--- src/rtl/i2c_line_filter_pkg.sv ---
// i2c_line_filter: shared types and default constants.
// Optional feature macro: I2C_LINE_FILTER_TIMEOUT_EN (see top level).
package i2c_line_pkg;

  typedef enum logic {
    BUS_IDLE = 1'b0,
    BUS_BUSY = 1'b1
  } bus_state_e;

  localparam int unsigned FILTER_CYCLES_DEFAULT  = 4;
  localparam int unsigned TIMEOUT_CYCLES_DEFAULT = 1024;

  // Bits needed to hold the values 0..v.
  function automatic int unsigned cnt_width(input int unsigned v);
    return (v < 2) ? 1 : $clog2(v + 1);
  endfunction

endpackage

--- src/rtl/i2c_line_filter_if.sv ---
// i2c_line_filter: line inputs and filtered/strobe outputs.
// slave = filter block, master = consumer/driver side.
interface i2c_line_filter_if;

  logic scl_sync_i;
  logic sda_sync_i;
  logic filt_en_i;
  logic scl_o;
  logic sda_o;
  logic scl_rise_o;
  logic scl_fall_o;
  logic start_o;
  logic rstart_o;
  logic stop_o;
  logic bus_busy_o;
  logic scl_stuck_o;

  modport master (
    output scl_sync_i,
    output sda_sync_i,
    output filt_en_i,
    input  scl_o,
    input  sda_o,
    input  scl_rise_o,
    input  scl_fall_o,
    input  start_o,
    input  rstart_o,
    input  stop_o,
    input  bus_busy_o,
    input  scl_stuck_o
  );

  modport slave (
    input  scl_sync_i,
    input  sda_sync_i,
    input  filt_en_i,
    output scl_o,
    output sda_o,
    output scl_rise_o,
    output scl_fall_o,
    output start_o,
    output rstart_o,
    output stop_o,
    output bus_busy_o,
    output scl_stuck_o
  );

endinterface

--- src/rtl/i2c_line_filter_glitch.sv ---
// i2c_glitch_filter: single-line counter filter with edge strobes.
// nxt_o exposes the level the filter takes at the coming edge.
module i2c_glitch_filter
  import i2c_line_pkg::*;
#(
  parameter int unsigned FilterCycles = FILTER_CYCLES_DEFAULT
) (
  input  logic clk_i,
  input  logic rst_i,
  input  logic en_i,
  input  logic raw_i,
  output logic filt_o,
  output logic nxt_o,
  output logic rise_o,
  output logic fall_o
);

  localparam logic [7:0] LAST = 8'(FilterCycles - 1);

  logic [7:0] cnt_q;
  logic [7:0] cnt_d;
  logic       filt_q;
  logic       filt_d;

  // Next filtered level and stability count.
  always_comb begin
    cnt_d  = '0;
    filt_d = filt_q;
    if (!en_i) begin
      filt_d = raw_i;
    end else if (raw_i == filt_q) begin
      cnt_d = '0;
    end else if (cnt_q == LAST) begin
      filt_d = raw_i;
    end else begin
      cnt_d = cnt_q + 8'd1;
    end
  end

  // Filtered level plus strobes aligned with the level change.
  always_ff @(posedge clk_i or posedge rst_i) begin
    if (rst_i) begin
      cnt_q  <= '0;
      filt_q <= 1'b1;
      rise_o <= 1'b0;
      fall_o <= 1'b0;
    end else begin
      cnt_q  <= cnt_d;
      filt_q <= filt_d;
      rise_o <= filt_d & ~filt_q;
      fall_o <= ~filt_d & filt_q;
    end
  end

  assign filt_o = filt_q;
  assign nxt_o  = filt_d;

endmodule

--- src/rtl/i2c_line_filter.sv ---
// i2c_line_filter: SCL/SDA glitch filter, START/STOP decode, busy FSM.
// Define I2C_LINE_FILTER_TIMEOUT_EN to build the SCL-low stuck timer.
module i2c_line_filter
  import i2c_line_pkg::*;
#(
  parameter int unsigned FilterCycles  = FILTER_CYCLES_DEFAULT,
  parameter int unsigned TimeoutCycles = TIMEOUT_CYCLES_DEFAULT
) (
  input logic             clk_i,
  input logic             rst_i,
  i2c_line_filter_if.slave bus
);

  logic scl_q;
  logic scl_n;
  logic sda_q;
  logic sda_n;
  logic start_c;
  logic stop_c;

  bus_state_e state_q;
  bus_state_e state_d;

  logic start_q;
  logic rstart_q;
  logic stop_q;
  logic busy_q;

  i2c_glitch_filter #(
    .FilterCycles(FilterCycles)
  ) u_scl (
    .clk_i (clk_i),
    .rst_i (rst_i),
    .en_i  (bus.filt_en_i),
    .raw_i (bus.scl_sync_i),
    .filt_o(scl_q),
    .nxt_o (scl_n),
    .rise_o(bus.scl_rise_o),
    .fall_o(bus.scl_fall_o)
  );

  i2c_glitch_filter #(
    .FilterCycles(FilterCycles)
  ) u_sda (
    .clk_i (clk_i),
    .rst_i (rst_i),
    .en_i  (bus.filt_en_i),
    .raw_i (bus.sda_sync_i),
    .filt_o(sda_q),
    .nxt_o (sda_n),
    .rise_o(),
    .fall_o()
  );

  // SCL must be high on both sides of the SDA edge; this also
  // rejects SCL and SDA flipping at the same edge.
  assign start_c = sda_q & ~sda_n & scl_q & scl_n;
  assign stop_c  = ~sda_q & sda_n & scl_q & scl_n;

  // Next bus state.
  always_comb begin
    state_d = state_q;
    unique case (1'b1)
      start_c: state_d = BUS_BUSY;
      stop_c:  state_d = BUS_IDLE;
      default: state_d = state_q;
    endcase
  end

  // Bus FSM with registered condition strobes.
  always_ff @(posedge clk_i or posedge rst_i) begin
    if (rst_i) begin
      state_q  <= BUS_IDLE;
      start_q  <= 1'b0;
      rstart_q <= 1'b0;
      stop_q   <= 1'b0;
      busy_q   <= 1'b0;
    end else begin
      state_q  <= state_d;
      start_q  <= start_c;
      rstart_q <= start_c & (state_q == BUS_BUSY);
      stop_q   <= stop_c;
      busy_q   <= (state_d == BUS_BUSY);
    end
  end

`ifdef I2C_LINE_FILTER_TIMEOUT_EN
  localparam int unsigned TW = cnt_width(TimeoutCycles);
  localparam logic [TW-1:0] TMAX = TW'(TimeoutCycles);

  logic [TW-1:0] to_cnt_q;
  logic          stuck_q;

  // Count busy cycles with SCL low; clear when SCL returns or bus idles.
  always_ff @(posedge clk_i or posedge rst_i) begin
    if (rst_i) begin
      to_cnt_q <= '0;
      stuck_q  <= 1'b0;
    end else if (scl_n || (state_d != BUS_BUSY)) begin
      to_cnt_q <= '0;
      stuck_q  <= 1'b0;
    end else if (!scl_q && (to_cnt_q != TMAX)) begin
      to_cnt_q <= to_cnt_q + 1'b1;
      stuck_q  <= (to_cnt_q + 1'b1) == TMAX;
    end
  end

  assign bus.scl_stuck_o = stuck_q;
`else
  assign bus.scl_stuck_o = 1'b0;
`endif

  assign bus.scl_o      = scl_q;
  assign bus.sda_o      = sda_q;
  assign bus.start_o    = start_q;
  assign bus.rstart_o   = rstart_q;
  assign bus.stop_o     = stop_q;
  assign bus.bus_busy_o = busy_q;

endmodule
--- src/flat_wrapper.sv ---
// flat-port wrapper written by rule: the top's interface ports become plain ports
module i2c_line_filter_flat import i2c_line_pkg::*;
#(
  parameter int unsigned FilterCycles  = FILTER_CYCLES_DEFAULT,
  parameter int unsigned TimeoutCycles = TIMEOUT_CYCLES_DEFAULT
)
  (clk_i, rst_i, bus_scl_sync_i, bus_sda_sync_i, bus_filt_en_i, bus_scl_o, bus_sda_o, bus_scl_rise_o, bus_scl_fall_o, bus_start_o, bus_rstart_o, bus_stop_o, bus_bus_busy_o, bus_scl_stuck_o);
  i2c_line_filter_if bus_i ();
  input logic clk_i;
  input logic rst_i;
  input wire logic [$bits(bus_i.scl_sync_i)-1:0] bus_scl_sync_i;
  input wire logic [$bits(bus_i.sda_sync_i)-1:0] bus_sda_sync_i;
  input wire logic [$bits(bus_i.filt_en_i)-1:0] bus_filt_en_i;
  output wire logic [$bits(bus_i.scl_o)-1:0] bus_scl_o;
  output wire logic [$bits(bus_i.sda_o)-1:0] bus_sda_o;
  output wire logic [$bits(bus_i.scl_rise_o)-1:0] bus_scl_rise_o;
  output wire logic [$bits(bus_i.scl_fall_o)-1:0] bus_scl_fall_o;
  output wire logic [$bits(bus_i.start_o)-1:0] bus_start_o;
  output wire logic [$bits(bus_i.rstart_o)-1:0] bus_rstart_o;
  output wire logic [$bits(bus_i.stop_o)-1:0] bus_stop_o;
  output wire logic [$bits(bus_i.bus_busy_o)-1:0] bus_bus_busy_o;
  output wire logic [$bits(bus_i.scl_stuck_o)-1:0] bus_scl_stuck_o;
  assign bus_i.scl_sync_i = bus_scl_sync_i;
  assign bus_i.sda_sync_i = bus_sda_sync_i;
  assign bus_i.filt_en_i = bus_filt_en_i;
  assign bus_scl_o = bus_i.scl_o;
  assign bus_sda_o = bus_i.sda_o;
  assign bus_scl_rise_o = bus_i.scl_rise_o;
  assign bus_scl_fall_o = bus_i.scl_fall_o;
  assign bus_start_o = bus_i.start_o;
  assign bus_rstart_o = bus_i.rstart_o;
  assign bus_stop_o = bus_i.stop_o;
  assign bus_bus_busy_o = bus_i.bus_busy_o;
  assign bus_scl_stuck_o = bus_i.scl_stuck_o;
  i2c_line_filter #(.FilterCycles(FilterCycles), .TimeoutCycles(TimeoutCycles)) u_core (.clk_i(clk_i), .rst_i(rst_i), .bus(bus_i));
endmodule
--- config.mk ---
export PLATFORM = sky130hd
export DESIGN_NAME = i2c_line_filter_flat
export DESIGN_NICKNAME = d
export VERILOG_FILES = /design/src/rtl/i2c_line_filter_pkg.sv /design/src/rtl/i2c_line_filter_if.sv /design/src/rtl/i2c_line_filter_glitch.sv /design/src/rtl/i2c_line_filter.sv /design/src/flat_wrapper.sv
export SDC_FILE = /design/constraint.sdc
export NUM_CORES = 1
export LEC_CHECK = 0
export CORE_MARGIN = 4
export CORE_UTILIZATION = 25
export DETAILED_ROUTE_END_ITERATION = 8
export SETUP_SLACK_MARGIN = 0.05
export SYNTH_ARGS = -nofsm -noshare
export SYNTH_HDL_FRONTEND = slang
export SYNTH_SLANG_ARGS = --single-unit
--- constraint.sdc ---
create_clock -name clk_i -period 2.1 [get_ports clk_i]
set_input_delay 0.63 -clock clk_i [delete_from_list [all_inputs] [get_ports clk_i]]
set_output_delay 0.63 -clock clk_i [all_outputs]
set_load 0.005 [all_outputs]
### Word-level counts from Yosys, hierarchy flattened

Index checks and enable logic that the tools add are counted.

| word-level totals | value |
|---|---|
| output and inout port bits | 9 |
| bits of input ports | 5 |
| flip-flop bits (word level) | 24 |
| word-level logic and storage cells | 43 |

| cells by class | value |
|---|---|
| bitwise logic cells | 13 |
| equality and inequality tests | 4 |
| add/subtract/negate cells | 2 |
| reduce and logical (&&, ||, !) cells | 1 |
| mux-type cells | 13 |

Operators with widths:

| kind | number |
|---|---|
| 8-bit 2-to-1 mux | 6 |
| 8-bit by 1-bit adder with 8-bit output, second input constant | 2 |
| 8-bit by 2-bit == test with 1-bit output, second input constant | 2 |
| 1-bit bitwise AND | 9 |
| 1-bit 2-to-1 mux | 6 |
| 1-bit NOT | 4 |
| 1-bit == test | 2 |
| 1-bit case mux with 2 select lines | 1 |
| 2-bit nonzero test | 1 |

### Logic depth before layout (Yosys ltp)

Gate-level depths: netlist (run 1).

| depth | value |
|---|---|
| word-level depth | 9 |
| mapped depth | 5 |
| depth with buffers taken out | 5 |

### Cells and area by module

Synthesis (run 1) repeated with hierarchy kept, for this count alone.

| second synthesis, totals | value |
|---|---|
| cell total of the unflattened synthesis | 107 |
| area total of the unflattened synthesis | 1158.6 um^2 |

By module, submodules not included:

| module | instances | cells each | sequential area each (um^2) | area each (um^2) |
|---|---|---|---|---|
| i2c_glitch_filter | 2 | 46 | 276.5 | 495.5 |
| i2c_line_filter | 1 | 15 | 100.1 | 167.7 |

### Worst setup path after synthesis (run 1)

Ideal clock, no wire load.

| timing | value |
|---|---|
| path type | reg-to-reg |
| from | reg u_core.u_sda.cnt_q[0] |
| to | reg u_core.u_sda.filt_q, in the netlist u_core.u_sda.filt_o |
| library setup time | 0.085 ns |
| path buffers | 0 |
| setup slack | 0.305 ns |
| period minus slack after synthesis | 1.795 ns |
| stages on the path, launching flop included | 5 |
| required time | 2.015 ns |
| arrival | 1.711 ns |
| cells stage by stage | dfrtp_1 -> ha_1 -> or4b_4 -> o41ai_4 -> mux2_1 |

| on the way | value |
|---|---|
| longest elaborated chain between the ends | 4 |

Ends and longest elaborated chain:

| item | line | text |
|---|---|---|
| start, declared | i2c_line_filter_glitch.sv:20 | `logic [7:0] cnt_q;` |
| start signal, assigned | i2c_line_filter_glitch.sv:48 | `cnt_q <= cnt_d;` |
| 8-bit by 2-bit == test with 1-bit output | i2c_line_filter_glitch.sv:33 | `end else if (cnt_q == LAST) begin` |
| 1-bit 2-to-1 mux | i2c_line_filter_glitch.sv:33 |  |
| 1-bit 2-to-1 mux | i2c_line_filter_glitch.sv:31 | `end else if (raw_i == filt_q) begin` |
| 1-bit 2-to-1 mux | i2c_line_filter_glitch.sv:29 | `if (!en_i) begin` |
| net u_core.sda_n | i2c_line_filter.sv:17 | `logic sda_n;` |
| end signal, assigned | i2c_line_filter_glitch.sv:49 | `filt_q <= filt_d;` |
| end, declared | i2c_line_filter_glitch.sv:22 | `logic filt_q;` |

The timed path passes the listed nets, and every way through them passes these cells.
A chain may end at the register's enable or synchronous reset.

### Worst setup path in the final report (run 1)

Ends and elaborated chain as after synthesis.

==> impl_results.md, run 1 <==
- Routed WL: 1.96 mm
- Syn Area/Cell: 11.2 µm²
- Synth-to-layout area growth: 22.6%
- Leakage: 0.622 nW
- RSZ-0062 raised after global routing: yes
- Post-route clock period utilization: 93.7%
- Sink Count: 24
- Fin. Hold Viols: 0
- Worst setup EP type: flop
- ANT cells: 0
- Core Region: 4120 µm²
- Status: finished, final reports clean
- Vias per inst: 4.48
- Critical path's slowest cell: or4b_4
- Vias in the first global route: 751
- Final ANT Viol Nets: 0
- Dominant synthesized flop cell: dfrtp_1
- Hold EP: u_core.u_scl.cnt_q[0]
- Cells after Synth: 98
- Clock-pin slew on the worst setup and hold paths: 80 ps
- Fillcell total: 404
- Setup crit start kind: flop
- Maximum clock path buffer count: 2
- Peak VDD IR: 202 µV
- Fin Hold WS: 497 ps
- Number of synthesized flops with an enable pin: 0
- Tmin final: 1970 ps
- First-pass GRT wire length: 3.29 mm
- Fin nets: 125
- Cells along the critical path: ha_1 > or4b_4 > o41ai_4 > mux2_1
- Delay-heaviest family, CP: simple AND/OR/NAND/NOR gates
- Hold Startpoint: u_core.u_scl.cnt_q[0]
- Seq/Total Area, Yosys: 54.9%
- Root buffer cell: clkbuf_8
- RR Endpoint: u_core.u_sda.filt_o
- CTS tree: built
- Initial Util: 26.7%
- Die footprint: 5520 µm²
- Yosys top cell area share: 50.1%
- Reg2reg start: u_core.u_sda.cnt_q[0]
- Clock buffer count from CTS: 3
- CP bufs+invs: 0
- Top cells by instance count after synthesis: dfrtp_1, nor2_1, xor2_1
- Layout cells sized above 1: 12.9%
- Crit path depth: 4
- Synth area leader: dfrtp_1
- Worst path max stage delay: 490 ps
- Half-perimeter wire length after placement: 1.45 mm
- IO Pins: 14
- Mapped Area: 1100 µm²
- Worst Hold Path Cells: 1
- Fraction of registers with async set/reset: 100%
- Initial DRC Count: 25
- Multi-input combinational cell area: 467 µm²
- Global placer's final weighted congestion: 0.802
- H-tree depth reported by CTS: 1
- All-layer global routing usage: 7.75%
- Critical Path RT: 2290 ps
- Data arrival time of the worst path: 2160 ps
- Unique cell type count in the Yosys netlist: 27
- Post-Syn Nets: 105
- Reg2reg setup slack: 130 ps
- Chip width: 74.3 µm
- Pins Over Slew Limit: 0
- Max_cap viols: 0
- Max Clock Freq: 508 MHz
- Synthesized flop and latch total: 24
- CTS Hold Bufs: 0
- Yosys warns: 0
- TNS Setup: 0 ps
- Drt first pass iters: 2
- Worst skew pair latency: 260 ps
- Pwr dens: 638 nW/µm²
- DR WL/cell: 11.8 µm
- Vias: 743
- Reg2reg path depth: 4
- Cell row count: 23
- Worst Hold Class: reg -> reg
- Largest net degree at the start of global routing: 25
- Crit path kind: reg -> reg
- Most frequent cell after synthesis: dfrtp_1
- Die height: 74.3 µm
- Count of input and output buffers: 12
- Initial antenna violation count: 0
- Gr ovfl total: 0
- DRC: 0
- Seq. cell area: 603 µm²
- Setup violators final: 0
- Clock skew: 0.683 ps
- Synth area leaders: dfrtp_1, xor2_1, nor2_1
- Crit path max fanout: 5
metrics by stage:
stage | total power [mW] | setup WS, ps | instance area (µm²) | util [%] | cells
after detailed placement | 0.600 | 59.9 | 1290 | 31.3 | 161
final | 0.859 | 133 | 1350 | 32.7 | 166
after CTS | 0.868 | 54.8 | 1330 | 32.3 | 164
after global routing | 0.906 | 29.7 | 1350 | 32.7 | 166
after floorplan | 0.554 | 305 | 1100 | - | 98
after global placement | 0.598 | 85.3 | 1290 | 31.3 | 161
layout by cell type (no fill, tap or decap), types with 3 or more instances in the layout:
cell type	netlist	layout
nor2_1	18	18
xnor2_1	3	3
dfrtp_1	22	22
xor2_1	10	10
and3_1	5	5
nand3_1	9	9
buf_4	1	4
clkbuf_8	0	3
inv_1	6	6
clkdlybuf4s50_1	0	12
nand2_1	3	3
layout make-up:
class,instances,share of cell area (%)
clock buffer,3,3.07
sequential,24,44.8
tap,50,4.65
timing repair buffer,16,11.2
inverter,6,1.67
multi-input combinational,67,34.7
logic make-up (layout without fill, tap and decap cells):
| kind of cell | after synthesis | count (layout) | share of synthesized area, % |
|---|---|---|---|
| muxes | 2 | 2 | 2.39 |
| xor gates and xnor gates | 13 | 13 | 10.4 |
| AOI/OAI and AO/OA | 6 | 6 | 6.26 |
| and+or+nand+nor | 43 | 43 | 20.7 |
| DFF | 24 | 24 | 54.9 |
| buffers and inverters | 7 | 25 | 2.73 |
| other | 1 | 1 | 0.341 |
| adders and majority gates | 2 | 2 | 2.28 |
routing by layer:
layer,GRT usage (%),share of wire [%]
met4,2.37,1.2
met5,0,0
met1,8.40,42
met3,2.84,4.5
met2,14.1,53
registers in the layout, summed over array words and instances, names as in the netlist:
name and flops:
u_core.bus.bus_busy_o 1, u_core.bus.rstart_o 1, u_core.bus.start_o 1, u_core.bus.stop_o 1, u_core.u_scl.cnt_q 8, u_core.u_scl.fall_o 1
u_core.u_scl.filt_o 1, u_core.u_scl.rise_o 1, u_core.u_sda.cnt_q 8, u_core.u_sda.filt_o 1
worst max-delay path by stage:
stage / start / endpoint / slack [ps]
detailed placement: bus_scl_sync_i / u_core.bus.bus_busy_o / 60
CTS: u_core.u_sda.cnt_q[0] / u_core.u_sda.cnt_q[2] / 50
global placement: bus_scl_sync_i / u_core.bus.bus_busy_o / 90
floorplan: u_core.u_sda.cnt_q[0] / u_core.u_sda.filt_o / 300
finish: u_core.u_sda.cnt_q[0] / u_core.u_sda.filt_o / 130
global route: u_core.u_sda.cnt_q[0] / u_core.bus.rstart_o / 30
what timing repair did:
| action | in CTS | in global routing |
|---|---|---|
| buffers inserted | 0 | 2 |
| gates resized for setup | 0 | 1 |
| endpoints found under the setup margin | 0 | 10 |
power by group:
part | internal (mW) | total (mW) | switching [mW]
clock network | 0.128 | 0.264 | 0.136
logic | 0.0541 | 0.102 | 0.0479
registers | 0.481 | 0.493 | 0.0123
(Power assumes the default switching activity.)
==> run 2: changes to the inputs <==
--- a/config.mk
+++ b/config.mk
@@ -5,6 +5,7 @@
 export SDC_FILE = /design/constraint.sdc
 export NUM_CORES = 1
 export LEC_CHECK = 0
+export ABC_CLOCK_PERIOD_IN_PS = 2100
 export CORE_MARGIN = 4
 export CORE_UTILIZATION = 25
 export DETAILED_ROUTE_END_ITERATION = 8
==> results of run 2 <==
Final layout, timing and power as in run 1 (identical DEF).
